## src/rtl/seg7_pkg.sv

```systemverilog
// Shared seven-segment definitions: segment width and the active-high hex glyph table.
// Glyph bit order is {g,f,e,d,c,b,a}.
package seg7_pkg;

  localparam int SEG_W = 7;

  localparam logic [SEG_W-1:0] GLYPH_TBL [16] = '{
    7'h3F, 7'h06, 7'h5B, 7'h4F, 7'h66, 7'h6D, 7'h7D, 7'h07,
    7'h7F, 7'h6F, 7'h77, 7'h7C, 7'h39, 7'h5E, 7'h79, 7'h71
  };

  function automatic logic [SEG_W-1:0] hex_to_seg(input logic [3:0] nibble);
    return GLYPH_TBL[nibble];
  endfunction

endpackage

```

## src/rtl/seg7_glyph_rom.sv

```systemverilog
// Hex nibble to active-high seven-segment glyph; purely combinational, no handshake.
module seg7_glyph_rom
  import seg7_pkg::*;
(
  input  logic [3:0]       nibble,
  output logic [SEG_W-1:0] glyph
);

  assign glyph = hex_to_seg(nibble);

endmodule

```

## src/rtl/seven_seg_scan_driver.sv

```systemverilog
// Multiplexed seven-segment scanner: tear-free frame-boundary value commit, de-ghost gap, LZ suppression.
// Outputs registered one cycle behind the scan state; load is a strobe with no backpressure (last load wins).
module seven_seg_scan_driver
  import seg7_pkg::*;
#(
  parameter int NUM_DIGITS  = 4,
  parameter int SCAN_DIV    = 50000,
  parameter int SEG_ACT_LOW = 1,
  parameter int DIG_ACT_LOW = 1
) (
  input  logic                    clk,
  input  logic                    rst_n,
  input  logic                    load,
  input  logic [4*NUM_DIGITS-1:0] value_in,
  input  logic [NUM_DIGITS-1:0]   dp_in,
  input  logic                    blank_in,
  input  logic                    lz_en,
  output logic [SEG_W-1:0]        seg_out,
  output logic                    dp_out,
  output logic [NUM_DIGITS-1:0]   digit_en,
  output logic                    update_ack,
  output logic                    frame_tick
);

  localparam int CNT_W = $clog2(SCAN_DIV);
  localparam int IDX_W = (NUM_DIGITS > 1) ? $clog2(NUM_DIGITS) : 1;
  localparam int VAL_W = 4 * NUM_DIGITS;

  localparam logic             SEG_POL  = (SEG_ACT_LOW != 0);
  localparam logic             DIG_POL  = (DIG_ACT_LOW != 0);
  localparam logic [CNT_W-1:0] CNT_LAST = CNT_W'(SCAN_DIV - 1);
  localparam logic [IDX_W-1:0] IDX_LAST = IDX_W'(NUM_DIGITS - 1);

  logic [CNT_W-1:0]      slot_cnt;
  logic [IDX_W-1:0]      dig_idx;
  logic [VAL_W-1:0]      pend_val;
  logic [NUM_DIGITS-1:0] pend_dp;
  logic                  pend_vld;
  logic [VAL_W-1:0]      disp_val;
  logic [NUM_DIGITS-1:0] disp_dp;

  logic                  slot_wrap;
  logic                  frame_wrap;
  logic [3:0]            cur_nibble;
  logic                  cur_dp;
  logic                  cur_zero;
  logic [NUM_DIGITS-1:0] zmask;
  logic [NUM_DIGITS-1:0] sel_onehot;
  logic                  zero_run;
  logic [SEG_W-1:0]      cur_glyph;
  logic                  suppress;

  assign slot_wrap  = (slot_cnt == CNT_LAST);
  assign frame_wrap = slot_wrap && (dig_idx == IDX_LAST);

  always_ff @(posedge clk or negedge rst_n) begin
    if (!rst_n) begin
      slot_cnt <= '0;
      dig_idx  <= '0;
    end else if (slot_wrap) begin
      slot_cnt <= '0;
      dig_idx  <= (dig_idx == IDX_LAST) ? '0 : dig_idx + IDX_W'(1);
    end else begin
      slot_cnt <= slot_cnt + CNT_W'(1);
    end
  end

  // A load landing on the boundary cycle stays pending; the older pending value is what commits.
  always_ff @(posedge clk or negedge rst_n) begin
    if (!rst_n) begin
      pend_val   <= '0;
      pend_dp    <= '0;
      pend_vld   <= 1'b0;
      disp_val   <= '0;
      disp_dp    <= '0;
      update_ack <= 1'b0;
      frame_tick <= 1'b0;
    end else begin
      if (frame_wrap && pend_vld) begin
        disp_val <= pend_val;
        disp_dp  <= pend_dp;
      end
      if (load) begin
        pend_val <= value_in;
        pend_dp  <= dp_in;
        pend_vld <= 1'b1;
      end else if (frame_wrap) begin
        pend_vld <= 1'b0;
      end
      update_ack <= frame_wrap && pend_vld;
      frame_tick <= frame_wrap;
    end
  end

  // zmask[k]: every nibble from the top digit down to k is zero.
  always_comb begin
    zmask    = '0;
    zero_run = 1'b1;
    for (int k = NUM_DIGITS - 1; k >= 0; k--) begin
      zero_run = zero_run && (disp_val[4*k +: 4] == 4'h0);
      zmask[k] = zero_run;
    end
  end

  always_comb begin
    cur_nibble = 4'h0;
    cur_dp     = 1'b0;
    cur_zero   = 1'b0;
    sel_onehot = '0;
    for (int k = 0; k < NUM_DIGITS; k++) begin
      if (dig_idx == IDX_W'(k)) begin
        cur_nibble    = disp_val[4*k +: 4];
        cur_dp        = disp_dp[k];
        cur_zero      = zmask[k];
        sel_onehot[k] = 1'b1;
      end
    end
  end

  seg7_glyph_rom u_glyph_rom (
    .nibble (cur_nibble),
    .glyph  (cur_glyph)
  );

  assign suppress = lz_en && (dig_idx != '0) && cur_zero;

  always_ff @(posedge clk or negedge rst_n) begin
    if (!rst_n) begin
      seg_out  <= {SEG_W{SEG_POL}};
      dp_out   <= SEG_POL;
      digit_en <= {NUM_DIGITS{DIG_POL}};
    end else if (blank_in) begin
      seg_out  <= {SEG_W{SEG_POL}};
      dp_out   <= SEG_POL;
      digit_en <= {NUM_DIGITS{DIG_POL}};
    end else begin
      seg_out  <= (suppress ? {SEG_W{1'b0}} : cur_glyph) ^ {SEG_W{SEG_POL}};
      dp_out   <= cur_dp ^ SEG_POL;
      digit_en <= ((slot_cnt == '0) ? {NUM_DIGITS{1'b0}} : sel_onehot) ^ {NUM_DIGITS{DIG_POL}};
    end
  end

endmodule

```

## config.mk

```make
export PLATFORM = sky130hd
export DESIGN_NAME = seven_seg_scan_driver
export DESIGN_NICKNAME = d
export VERILOG_FILES = /design/src/rtl/seg7_pkg.sv /design/src/rtl/seg7_glyph_rom.sv /design/src/rtl/seven_seg_scan_driver.sv
export SDC_FILE = /design/constraint.sdc
export NUM_CORES = 1
export LEC_CHECK = 0
export CAP_MARGIN = 10
export CORE_MARGIN = 2
export CORE_UTILIZATION = 42
export DETAILED_ROUTE_END_ITERATION = 8
export PLACE_DENSITY = 0.76
export SKIP_CTS_REPAIR_TIMING = 1
export SLEW_MARGIN = 40
export SYNTH_ARGS = -nofsm -noshare
export SYNTH_HDL_FRONTEND = slang
export SYNTH_SLANG_ARGS = --single-unit
```

## constraint.sdc

```tcl
create_clock -name clk -period 2.1 [get_ports clk]
set_input_delay 0.315 -clock clk [delete_from_list [all_inputs] [get_ports clk]]
set_output_delay 0.315 -clock clk [all_outputs]
set_load 0.02 [all_outputs]
```

; ---- Yosys cells after proc, flatten, opt, wreduce, memory -nomap -nowiden
; Memories as Yosys holds them, arrays and structs flattened.
; Cells that the tools add are included.
[classes]
eq_ne = 4
addsub = 2
magnitude_cmp = 1
mul = 0
shifts = 0
n_bitwise = 4
muxes = 27
div = 0
n_reduce_logical = 15
[op_table]
columns = cell, count
row1 = 2-to-1 mux 7 bit, 4
row2 = 2-to-1 mux 4 bit, 6
row3 = adder 16 x 1 -> 16 bit (second input constant), 1
row4 = equality test 16 bit (second input constant), 1
row5 = zero test 16 bit, 1
row6 = zero test 4 bit, 4
row7 = 2-to-1 mux 16 bit, 1
row8 = 2-to-1 mux 1 bit, 15
row9 = logical AND 1 bit, 7
row10 = NOT 7 bit, 1
row11 = greater-or-equal comparator 5 bit (second input constant), 1
row12 = NOT 4 -> 5 bit, 1
row13 = equality test 2 bit (second input constant), 2
row14 = NOT 4 bit, 1
row15 = nonzero test 2 bit, 2
row16 = adder 2 x 1 -> 2 bit (second input constant), 1
row17 = equality test 2 x 1 -> 1 bit (second input constant), 1
row18 = zero test 2 bit, 1
row19 = 2-to-1 mux 2 bit, 1
row20 = NOT 1 bit, 1
[word_totals]
word_cells = 66
ff_bits = 73
latchBits = 0
n_memories = 1
out_inout_bits = 14
rom_bits = 112
input_bits = 25
ramBits = 0
[memory_table]
columns = memory, depth, width, rd, rd_ports_with_merged_regs, wr, line_no
row1 = (no name shown), 16, 7, 1, 0, 0, seg7_pkg.sv:13  ; return GLYPH_TBL[nibble];

; ---- Depth between registers and ports, before layout
; Gate-level depths: netlist of the first run.
[logic_depth]
ltp_word = 12
mapped_depth = 11

; ---- Hierarchy
; From an unflattened synthesis of the first run, not the netlist that was laid out.
[hier_totals]
cells_unflattened = 286
hier_area_um2 = 3430.8
[by_module_without_submodules]
columns = module, n_inst, area_each_um2, seq_area_each_um2, cells_per_inst
row1 = seven_seg_scan_driver, 1, 3140.5, 1841.8, 253
row2 = seg7_glyph_rom, 1, 290.3, 0.0, 33

; ---- Least setup slack after synthesis of the first run
; OpenSTA, ideal clock, no wires.
[synth_timing]
path_kind = register -> register
startpoint = reg dig_idx[0]
endpoint = reg seg_out[3]
period_less_slack_ns = 2.328
path_buffers = 1
stages_incl_launch_ff = 11
arrival_time_ns = 2.264
setup_slack_ns = -0.228
cell_sequence = dfrtp_1 inv_1 ha_1 clkbuf_1 a211oi_1 a221oi_1 inv_1 ha_1 a21oi_1 a32o_1 nand2_1
[synth_via]
elab_chain_cells = 12
word_cells_on_any_way = 22
[synth_rtl]
columns = item, line_no
row1 = start: declaration, seven_seg_scan_driver.sv:35  ; logic [IDX_W-1:0] dig_idx;
row2 = start signal: assignment, seven_seg_scan_driver.sv:62  ; dig_idx <= (dig_idx == IDX_LAST) ? '0 : dig_idx + IDX_W'(1);
row3 = zero test 2 bit, seven_seg_scan_driver.sv:111  ; if (dig_idx == IDX_W'(k)) begin
row4 = 2-to-1 mux 4 bit (4 in series), seven_seg_scan_driver.sv:111
row5 = NOT 4 -> 5 bit (implied by the code), seg7_pkg.sv:13
row6 = memory (16 x 7 bit), n/a
row7 = 2-to-1 mux 7 bit (implied by the code) (2 in series), seg7_pkg.sv:13
row8 = 2-to-1 mux 7 bit *, seven_seg_scan_driver.sv:137  ; seg_out <= (suppress ? {SEG_W{1'b0}} : cur_glyph) ^ {SEG_W{SEG_POL}};
row9 = NOT 7 bit (no source line) *, n/a
row10 = 2-to-1 mux 7 bit *, seven_seg_scan_driver.sv:132  ; end else if (blank_in) begin
row11 = end signal: assignment, seven_seg_scan_driver.sv:129  ; seg_out <= {SEG_W{SEG_POL}};
row12 = end signal: assignment, seven_seg_scan_driver.sv:133  ; seg_out <= {SEG_W{SEG_POL}};
row13 = end signal: assignment, seven_seg_scan_driver.sv:137
row14 = end: declaration, seven_seg_scan_driver.sv:18  ; output logic [SEG_W-1:0] seg_out,
; Mark *: on every way between the ends. The rest lies on a longest branch, timed or not. The select of a mux whose other input is x is not followed.
; A chain may end at the register's enable or synchronous reset.

; ---- Worst setup path in the final report of the first run
[layout_timing]
startpoint = reg dig_idx[1]
endpoint = reg seg_out[5]
; The elaborated chain is that of the path after synthesis.

==> results of run 1 <==
## per-stage QoR
| step | utilization | worst slack, ps | hold slack [ps] | instance area, sq um |
|---|---|---|---|---|
| final | 0.569 | 17.3 | 504 | 4440 |
| after global routing | 0.569 | -82.6 | 525 | 4440 |
| after CTS | 0.548 | -139 | -10.7 | 4280 |
| after detailed placement | 0.519 | -129 | 370 | 4050 |
| after global placement | 0.519 | -34.4 | 368 | 4050 |
| after floorplan | - | 29.7 | 19.4 | 3450 |
## tightest hold or removal path, stage by stage
cell and delay (ps):
dlygate4sd3_1 520, buf_2 120, buf_12 320
## worst paths after layout
| check | to | cells past startpoint |
|---|---|---|
| setup / recovery | seg_out[5]$_DFF_PN1_ | 10 |
| min in group clk | slot_cnt[0]$_DFF_PN0_ | 1 |
| max in group asynchronous | seg_out[6]$_DFF_PN1_ | 3 |
| hold / removal | slot_cnt[13]$_DFF_PN0_ | 3 |
| hold reg to reg | slot_cnt[0]$_DFF_PN0_ | 1 |
| setup reg to reg | seg_out[5]$_DFF_PN1_ | 10 |
## flip-flops by register name (all words and copies together), names as in the netlist, 2 cells and up
name / count
disp_val: 16
pend_val: 16
slot_cnt: 16
seg_out: 7
digit_en: 4
disp_dp: 4
pend_dp: 4
dig_idx: 2
## synthesized netlist by cell type (3+ instances only)
cell type | number | area (sq um)
buf_2 | 3 | 15.0
dfstp_2 | 12 | 315
inv_1 | 9 | 33.8
nor2_1 | 14 | 52.6
xor2_1 | 7 | 61.3
nand2_1 | 27 | 101
nand4_1 | 3 | 18.8
a21oi_1 | 7 | 35.0
nor3b_1 | 3 | 22.5
mux2_2 | 21 | 236
o21ai_0 | 3 | 15.0
ha_1 | 12 | 150
dfrtp_1 | 61 | 1530
nand3b_1 | 5 | 37.5
mux2_4 | 20 | 300
clkbuf_1 | 4 | 15.0
o221ai_1 | 4 | 35.0
and3_1 | 3 | 18.8
nor2b_1 | 4 | 25.0
xnor2_1 | 6 | 52.6
nand2b_1 | 5 | 31.3
nand3_1 | 5 | 25.0
## layout make-up
cell class | count | share of cell area
flip-flops and latches | 73 | 0.416
well taps | 102 | 0.0287
clock inverters | 4 | 0.0172
inverters | 9 | 0.00874
repair buffers | 62 | 0.135
clock buffers | 12 | 0.0327
multi-input cells | 179 | 0.362
## logic make-up after synthesis
logic type,count (synthesis)
AO/OA/AOI/OAI,29
XOR/XNOR,13
adder cells (fa/ha/maj),12
buffers and inverters,18
flip-flops,73
multiplexers,43
AND/OR/NAND/NOR,82
## layer usage
metal | vias up | part of all wire
met5 | - | 0
met4 | 0 | 0.032
met3 | 19 | 0.036
met2 | 55 | 0.48
met1 | 1120 | 0.45
li1 | 1080 | -
## power breakdown
group	switching (mW)	leakage, nW	internal [mW]
Combinational	0.0678	0.871	0.0940
Sequential	0.0235	0.908	1.46
Clock	0.520	0.107	0.704
==> out/qor.csv, run 1 <==
stage;metric;value;unit
finish;Fillers;628;
placement;GP Congestion;0.845;
critical_path;Worst setup startpoint;dig_idx[1]$_DFFE_PN0N_;
sta;Clock Skews;8.20;ps
sta;Slew @ Worst Pin;518;ps
critical_path;CP max stage cell;dfrtp_2;
sta;fmax;0.480;GHz
routing;Routed Wire Length;6960;um
power;overall power;2.87;mW
power;pwr/cell area;645;mW/mm^2
global_route;Total GRT Usage;0.159;
logic_synthesis;XOR/XNOR share of the synthesized area;0.0332;
logic_synthesis;post-synthesis adder-cell area fraction;0.0438;
global_route;pin count of the biggest net entering global routing;74;
sta;setup TNS;0;ps
critical_path;FF-to-FF setup slack;20;ps
logic_synthesis;cell count after synthesis;270;
sta;Period Utilization, post-route;0.992;
logic_synthesis;Unique masters post-synth;45;
floorplan;DIE AREA;0.00890;sq mm
logic_synthesis;synthesized area;0.00343;sq mm
sta;slew margin rel.;0.652;
logic_synthesis;largest family of logic cells by synthesized area;multiplexers;
placement;number of I/O port buffers;38;
routing;Antenna Violating Nets Remaining;0;
power;Pleak;1.89;nW
routing;TritonRoute pass-1 iters;4;
finish;Nets;371;
logic_synthesis;dominant synthesized flop cell;dfrtp_1;
cts;Max clock buf depth;2;
logic_synthesis;Mean Syn Cell Area;12.7;sq um
finish;commonest non-fill, non-tap cell in the layout;dfrtp_1;
global_route;GRT Max-Usage Layer;met2;
global_route;GRT Residual Overflow;0;
cts;clk slew on worst S/H paths;70;ps
flow_run;max-cap violation count;0;
finish;share of cells above drive strength 1;0.345;
finish;Post-Layout Cell Count;441;
cts;CTS root buf;clkbuf_8;
global_route;met2 GRT Util;0.243;
routing;routed length per instance;15.8;um
critical_path;Critical Path Most Common Cell;buf_4;
critical_path;CP Max Fanout;6;
critical_path;family with the most delay on the worst path;buffers and inverters;
global_route;M1 GR Usage;0.207;
finish;Reg area;0.00185;sq mm
critical_path;required time worst endpoint;2360;ps
finish;Area growth, synth to finish;29.5;%
logic_synthesis;mux contribution to synthesized area;0.162;
logic_synthesis;Net Count, Synth;307;
floorplan;Ports;39;
critical_path;Max stage delay on crit path;440;ps
global_route;initial antenna violation count;0;
logic_synthesis;number of synthesized flops with an enable pin;0;
logic_synthesis;Seq/Total Area, Yosys;0.537;
cts;CTS H-tree depth;3;
critical_path;crit path kind;reg2reg;
routing;Residual DRC;0;
finish;area of the multi-input gates;0.00161;sq mm
routing;Iter 0 DRT Violations;93;
sta;fin crit period;2080;ps
placement;HPWL after DPL;4640;um
floorplan;Std-Cell Rows;32;
cts;CTS Sinks;73;
hold_path;Hold Path Class;in2async;
critical_path;Critical Path End Type;flop;
logic_synthesis;YS warnings;0;
floorplan;core area;0.00781;sq mm
cts;total CTS buffers;9;
critical_path;critical path launch point type;flop;
finish;ANT cells;0;
logic_synthesis;Async SR Flop Fraction;1.00;
power;maximum vdd drop;355;uV
placement;Placed Cells;421;
critical_path;WP data arrival;2340;ps
cts;CTS tree;yes;
floorplan;Starting Density;0.439;
sta;Setup-failing EPs final;0;
floorplan;Die H;94.3;um
critical_path;crit path cell chain;inv_4 > ha_4 > buf_4 > nand3b_1 > a31oi_1 > buf_4 > inv_1 > ha_2 > a21oi_1 > o221ai_1;
sta;RSZ-0062 raised after global routing;yes;
global_route;number of global-route vias before repair;2243;
logic_synthesis;simple-gate share of the synthesized area;0.134;
cts;clock latency on the worst-skew pair;350;ps
sta;final hold vios;0;
floorplan;die width;94.3;um
global_route;first-pass GRT wire length;10700;um
finish;most frequent cells in the layout;dfrtp_1 (58), clkdlybuf4s50_1 (37), nand2_1 (27), mux2_2 (21), mux2_4 (20);
routing;via-per-instance ratio;5.16;
run_status;status;finished, final reports clean;
sta;Final Max Slew Viols;0;
logic_synthesis;Yosys reg bits;73;
critical_path;Crit path buffers/inverters;4;
logic_synthesis;compound-gate portion of the synthesized area;0.0588;
routing;via count of the routed design;2274;
critical_path;FF-to-FF Start;dig_idx[1]$_DFFE_PN0N_;
global_route;met3 usage;0.0399;
Power figures use the tool's default switching activity.
==> run 2, diff against run 1 <==
--- a/config.mk
+++ b/config.mk
@@ -6,12 +6,13 @@
 export NUM_CORES = 1
 export LEC_CHECK = 0
 export CAP_MARGIN = 10
+export CORE_ASPECT_RATIO = 0.9
 export CORE_MARGIN = 2
 export CORE_UTILIZATION = 42
 export DETAILED_ROUTE_END_ITERATION = 8
 export PLACE_DENSITY = 0.76
 export SKIP_CTS_REPAIR_TIMING = 1
-export SLEW_MARGIN = 40
+export SLEW_MARGIN = 20
 export SYNTH_ARGS = -nofsm -noshare
 export SYNTH_HDL_FRONTEND = slang
 export SYNTH_SLANG_ARGS = --single-unit
==> run 2 against run 1 <==
The run now ends with setup timing left. Critical path depth is 2 lower. Global-route usage down 0.47 points. Clock power is 6% lower. Power decreased by 2.5%. Largest power group unchanged. Register-to-register slack lost 40 ps. Routed wire length decreased by 0.69%. Combinational power about the same.
==> out/qor.csv, run 2 (synthesis gave the netlist of run 1 again) <==
stage;metric;value;unit;change
global_route;initial antenna violation count;0;;unchanged
floorplan;core area;0.00799;sq mm;was 0.00781 sq mm
global_route;GRT Residual Overflow;0;;unchanged
critical_path;Critical Path End Type;flop;;unchanged
floorplan;Die H;89.7;um;was 94.3 um
routing;routed length per instance;15.4;um;was 15.8 um
placement;number of I/O port buffers;38;;unchanged
sta;final hold vios;0;;unchanged
critical_path;required time worst endpoint;2360;ps;about the same
routing;Routed Wire Length;6920;um;was 6960 um
power;pwr/cell area;614;mW/mm^2;was 645 mW/mm^2
power;Pleak;1.96;nW;was 1.89 nW
sta;fmax;0.472;GHz;was 0.480 GHz
critical_path;CP Max Fanout;7;;was 6
floorplan;Starting Density;0.429;;was 0.439
sta;Slew @ Worst Pin;424;ps;was 518 ps
global_route;pin count of the biggest net entering global routing;74;;unchanged
critical_path;critical path launch point type;flop;;unchanged
placement;pre-CTS WS;-187;ps;was -129 ps
cts;CTS tree;yes;;unchanged
floorplan;die width;99.2;um;was 94.3 um
routing;TritonRoute pass-1 iters;4;;unchanged
floorplan;DIE AREA;0.00890;sq mm;about the same
run_status;failing checks;setup timing;;
routing;via-per-instance ratio;5.24;;was 5.16
cts;CTS H-tree depth;3;;unchanged
cts;clk slew on worst S/H paths;80;ps;was 70 ps
routing;Residual DRC;0;;unchanged
global_route;Total GRT Usage;0.154;;was 0.159
finish;most frequent cells in the layout;dfrtp_1 (59), clkdlybuf4s50_1 (37), buf_4 (31), nand2_1 (26), mux2_2 (21);;was dfrtp_1 (58), clkdlybuf4s50_1 (37), nand2_1 (27), mux2_2 (21), mux2_4 (20)
sta;Setup-failing EPs final;1;;was 0
finish;biggest regs;disp_val x16, pend_val x16, slot_cnt x16;;unchanged
finish;commonest non-fill, non-tap cell in the layout;dfrtp_1;;unchanged
sta;Period Utilization, post-route;1.01;;was 0.992
sta;Worst Setup Slack, final;-17.9;ps;was 17.3 ps
finish;share of cells above drive strength 1;0.394;;was 0.345
critical_path;Max stage delay on crit path;440;ps;about the same
cts;Max clock buf depth;2;;unchanged
flow_run;max-cap violation count;0;;unchanged
sta;slew margin rel.;0.715;;was 0.652
critical_path;crit path cell chain;ha_2 > buf_4 > a221oi_4 > inv_2 > ha_4 > mux2i_2 > a32oi_1 > nand2_1;;was inv_4 > ha_4 > buf_4 > nand3b_1 > a31oi_1 > buf_4 > inv_1 > ha_2 > a21oi_1 > o221ai_1
power;overall power;2.79;mW;was 2.87 mW
placement;GP Congestion;0.935;;was 0.845
routing;via count of the routed design;2355;;was 2274
cts;CTS root buf;clkbuf_8;;unchanged
floorplan;Ports;39;;unchanged
routing;Iter 0 DRT Violations;94;;was 93
sta;Final Max Slew Viols;0;;unchanged
placement;HPWL after DPL;4690;um;was 4640 um
finish;Nets;383;;was 371
floorplan;Std-Cell Rows;31;;was 32
cts;CTS Sinks;73;;unchanged
finish;ANT cells;0;;unchanged
sta;Clock Skews;12.2;ps;was 8.20 ps
critical_path;CP max stage cell;dfrtp_1;;was dfrtp_2
routing;Antenna Violating Nets Remaining;0;;unchanged
power;maximum vdd drop;441;uV;was 355 uV
global_route;first-pass GRT wire length;10900;um;was 10700 um
finish;Area growth, synth to finish;32.7;%;was 29.5%
sta;fin crit period;2120;ps;was 2080 ps
critical_path;WP data arrival;2370;ps;was 2340 ps
finish;Fillers;660;;was 628
cts;clock latency on the worst-skew pair;350;ps;about the same
hold_path;Hold Path Class;in2async;;unchanged
critical_path;crit path kind;reg2reg;;unchanged
cts;total CTS buffers;9;;unchanged
run_status;status;complete, but fails checks;;was finished, final reports clean
global_route;number of global-route vias before repair;2247;;was 2243
sta;RSZ-0062 raised after global routing;yes;;unchanged
finish;final core utilization;0.570;;was 0.569
-- run 2: where the power goes --
| group | internal, mW | switching, mW |
|---|---|---|
| clock network | 0.657 | 0.498 |
| logic | 0.0943 | 0.0662 |
| registers | 1.46 | 0.0225 |
| total | 2.21 | 0.586 |
-- run 2: routing by layer --
| layer | track usage | vias to the layer above | part of all wire |
|---|---|---|---|
| met5 | 0 | - | 0 |
| met4 | 0.0525 | 0 | 0.012 |
| met3 | 0.0443 | 8 | 0.041 |
| met2 | 0.224 | 49 | 0.49 |
| met1 | 0.223 | 1192 | 0.46 |
| li1 | - | 1106 | - |
-- run 2: worst paths after layout --
kind / start / endpoint / slack [ps] / depth (start not counted)
worst max-delay path: dig_idx[0]$_DFFE_PN0N_ / seg_out[1]$_DFF_PN1_ / -20 / 8
worst min-delay path: rst_n / slot_cnt[12]$_DFF_PN0_ / 500 / 3
worst max register to register: dig_idx[0]$_DFFE_PN0N_ / seg_out[1]$_DFF_PN1_ / -20 / 8
worst min register to register: pend_val[11]$_DFFE_PN0P_ / disp_val[11]$_DFFE_PN0P_ / 510 / 1
max in group asynchronous: rst_n / seg_out[6]$_DFF_PN1_ / 1250 / 3
min in group clk: pend_val[11]$_DFFE_PN0P_ / disp_val[11]$_DFFE_PN0P_ / 510 / 1
-- run 2: metrics by stage --
stage | TNS (ps) | area (sq um) | hold slack, ps | std cells
floorplan | 0 | 3450 | 19.4 | 270
global placement | -465 | 4100 | 370 | 425
detailed placement | -901 | 4100 | 366 | 425
CTS | -954 | 4310 | -12.7 | 440
global route | -432 | 4550 | 525 | 449
finish | -17.9 | 4550 | 501 | 449
-- run 2: layout make-up --
type                            count  area (sq um)  share of cell area
Clock buffer                        9           124              0.0272
Clock inverter                      6          83.8              0.0184
Inverter                            9          36.3             0.00797
Multi-Input combinational cell    179          1640               0.361
Sequential cell                    73          1840               0.405
Tap cell                           99           124              0.0272
Timing Repair Buffer               74           694               0.153
-- run 2: critical path, delay by kind of cell, from the launching register on --
kind | cells | cell delay, ps
AND/OR/NAND/NOR | 1 | 100
buffers and inverters | 2 | 260
AO/OA/AOI/OAI | 2 | 610
adder cells (fa/ha/maj) | 2 | 560
flip-flops | 1 | 440
multiplexers | 1 | 70
==> run 3, diff against run 2 <==
--- a/config.mk
+++ b/config.mk
@@ -7,10 +7,11 @@
 export LEC_CHECK = 0
 export CAP_MARGIN = 10
 export CORE_ASPECT_RATIO = 0.9
-export CORE_MARGIN = 2
+export CORE_MARGIN = 3
 export CORE_UTILIZATION = 42
 export DETAILED_ROUTE_END_ITERATION = 8
-export PLACE_DENSITY = 0.76
+export DONT_BUFFER_PORTS = 1
+export PLACE_DENSITY = 0.7
 export SKIP_CTS_REPAIR_TIMING = 1
 export SLEW_MARGIN = 20
 export SYNTH_ARGS = -nofsm -noshare
==> run 3 against run 2 <==
The flow now finishes without violations. First-iteration DRC count decreased by 4.3%. Clock skew down 2.0 ps. Core utilization decreased by 3.3 points. Via count fell by 8.5%. Count of clock-buffer cells in the layout unchanged. Largest cell class unchanged.
==> out/qor.csv, run 3 (synthesis gave the netlist of run 1 again) <==
stage;metric;value;unit;change
finish;Post-Layout Cell Count;407;;was 449
finish;Nets;342;;was 383
sta;Slew @ Worst Pin;406;ps;was 424 ps
global_route;Total GRT Usage;0.146;;was 0.154
routing;Iter 0 DRT Violations;90;;was 94
routing;Antenna Violating Nets Remaining;0;;unchanged
critical_path;CP max stage cell;dfrtp_1;;unchanged
critical_path;Max stage delay on crit path;420;ps;was 440 ps
finish;final core utilization;0.537;;was 0.570
power;Pleak;1.78;nW;was 1.96 nW
hold_path;Hold Path Class;in2reg;;was in2async
sta;final hold vios;0;;unchanged
sta;Clock Skews;10.3;ps;was 12.2 ps
finish;commonest non-fill, non-tap cell in the layout;dfrtp_1;;unchanged
sta;slew margin rel.;0.726;;was 0.715
cts;CTS root buf;clkbuf_8;;unchanged
critical_path;Worst Setup EP;seg_out[3]$_DFF_PN1_;;was seg_out[1]$_DFF_PN1_
critical_path;FF-to-FF path depth;11;;was 8
global_route;initial antenna violation count;1;;was 0
cts;CTS Sinks;73;;unchanged
critical_path;FF-to-FF setup slack;30;ps;was -20 ps
placement;GP Congestion;0.871;;was 0.935
critical_path;family with the most delay on the worst path;compound AO/OA/AOI/OAI gates;;unchanged
critical_path;required time worst endpoint;2370;ps;was 2360 ps
global_route;number of global-route vias before repair;2147;;was 2247
floorplan;die width;101;um;was 99.2 um
routing;via count of the routed design;2154;;was 2355
critical_path;crit path cell chain;inv_2 > ha_4 > buf_6 > nand3b_1 > a221oi_4 > inv_2 > buf_6 > ha_1 > nand2_1 > a32o_1 > nand2_1;;was ha_2 > buf_4 > a221oi_4 > inv_2 > ha_4 > mux2i_2 > a32oi_1 > nand2_1
sta;Period Utilization, post-route;0.987;;was 1.01
critical_path;Crit path buffers/inverters;4;;was 2
critical_path;critical path launch point type;flop;;unchanged
critical_path;Worst setup startpoint;dig_idx[1]$_DFFE_PN0N_;;was dig_idx[0]$_DFFE_PN0N_
global_route;pin count of the biggest net entering global routing;74;;unchanged
cts;clk slew on worst S/H paths;90;ps;was 80 ps
floorplan;Ports;39;;unchanged
critical_path;crit path kind;reg2reg;;unchanged
floorplan;DIE AREA;0.00928;sq mm;was 0.00890 sq mm
placement;HPWL after DPL;4630;um;was 4690 um
global_route;first-pass GRT wire length;10600;um;was 10900 um
floorplan;core area;0.00773;sq mm;was 0.00799 sq mm
critical_path;R2R Path End;seg_out[3]$_DFF_PN1_;;was seg_out[1]$_DFF_PN1_
cts;total CTS buffers;9;;unchanged
critical_path;FF-to-FF Start;dig_idx[1]$_DFFE_PN0N_;;was dig_idx[0]$_DFFE_PN0N_
cts;CTS tree;yes;;unchanged
finish;most frequent cells in the layout;dfrtp_1 (59), nand2_1 (27), buf_4 (25), mux2_2 (21), mux2_4 (20);;was dfrtp_1 (59), clkdlybuf4s50_1 (37), buf_4 (31), nand2_1 (26), mux2_2 (21)
sta;fmax;0.483;GHz;was 0.472 GHz
placement;number of I/O port buffers;0;;was 38
placement;Placed Cells;381;;was 425
sta;RSZ-0062 raised after global routing;yes;;unchanged
routing;routed length per instance;16.8;um;was 15.4 um
floorplan;Die H;91.7;um;was 89.7 um
finish;Area growth, synth to finish;21.1;%;was 32.7%
critical_path;CP Max Fanout;5;;was 7
finish;share of cells above drive strength 1;0.429;;was 0.394
critical_path;WP data arrival;2340;ps;was 2370 ps
run_status;status;finished, final reports clean;;was complete, but fails checks
floorplan;Std-Cell Rows;30;;was 31
flow_run;max-cap violation count;0;;unchanged
power;maximum vdd drop;452;uV;was 441 uV
critical_path;Critical Path End Type;flop;;unchanged
routing;TritonRoute pass-1 iters;4;;unchanged
floorplan;Starting Density;0.443;;was 0.429
cts;CTS H-tree depth;3;;unchanged
power;pwr/cell area;656;mW/mm^2;was 614 mW/mm^2
cts;Max clock buf depth;2;;unchanged
global_route;GRT Residual Overflow;0;;unchanged
sta;fin crit period;2070;ps;was 2120 ps
finish;biggest regs;disp_val x16, pend_val x16, slot_cnt x16;;unchanged
cts;clock latency on the worst-skew pair;360;ps;was 350 ps
routing;via-per-instance ratio;5.29;;was 5.24
routing;Residual DRC;0;;unchanged
sta;Final Max Slew Viols;0;;unchanged
sta;Setup-failing EPs final;0;;was 1
critical_path;critical path depth in cells;11;;was 8
routing;Routed Wire Length;6850;um;was 6920 um
-- run 3: cell types whose count changed in the layout (fill, tap and decap cells not counted), moves of 2 or more --
cell / previous run / this run
clkinv_2: 3 / 0
ha_2: 3 / 5
buf_6: 0 / 3
clkdlybuf4s50_1: 37 / 0
inv_6: 0 / 5
buf_4: 31 / 25
-- run 3: worst min path at each step --
stage	startpoint	to	cells past startpoint
final	load	pend_vld$_DFFE_PN0P_	1
after global routing	load	pend_vld$_DFFE_PN0P_	1
after detailed placement	rst_n	slot_cnt[13]$_DFF_PN0_	0
after floorplan	rst_n	dig_idx[0]$_DFFE_PN0N_	0
after CTS	rst_n	pend_dp[3]$_DFFE_PN0P_	0
after global placement	rst_n	slot_cnt[12]$_DFF_PN0_	0
-- run 3: stage by stage --
stage                     instance area [sq um]  power, mW  hold WS [ps]  TNS (ps)  setup slack, ps
after floorplan                            3450       1.56          19.4         0             29.7
after global placement                     3690       1.57          22.3      -287            -64.8
after detailed placement                   3690       1.57          22.3      -978             -216
after CTS                                  3890       2.72          -378     -1700             -320
after global routing                       4150       2.82          55.3      -705             -128
final                                      4150       2.72          63.9         0             28.3
-- run 3: area by class of cell --
cell class                      count  area [sq um]
Antenna cell                        1          2.50
Clock buffer                        9           124
Timing Repair Buffer               33           315
Sequential cell                    73          1840
Multi-Input combinational cell    179          1630
Clock inverter                      7          81.3
Fill cell                         643          3580
Inverter                            9          36.3
Tap cell                           96           120
-- run 3: worst reg2reg max path, delay by kind of cell, from the launching register on --
kind,cells,cell delay [ps]
AOI/OAI and AO/OA,2,490
buffers and inverters,4,480
DFF,1,420
and+or+nand+nor,3,270
adders and majority gates,2,330
-- run 3: where the power goes --
| part | leakage [nW] | internal (mW) | switching (mW) |
|---|---|---|---|
| sequential | 0.910 | 1.46 | 0.0332 |
| clock | 0.102 | 0.569 | 0.575 |
| combinational | 0.772 | 0.0459 | 0.0411 |
| total | 1.78 | 2.07 | 0.649 |
-- run 3: per-layer routing --
layer,part of all wire,up-vias,routed length [um],GRT usage
met5,0,-,0,0
met4,0.016,0,112,0.0532
met3,0.049,11,337,0.0540
met2,0.46,43,3120,0.201
met1,0.48,1072,3280,0.210
li1,-,1028,-,-
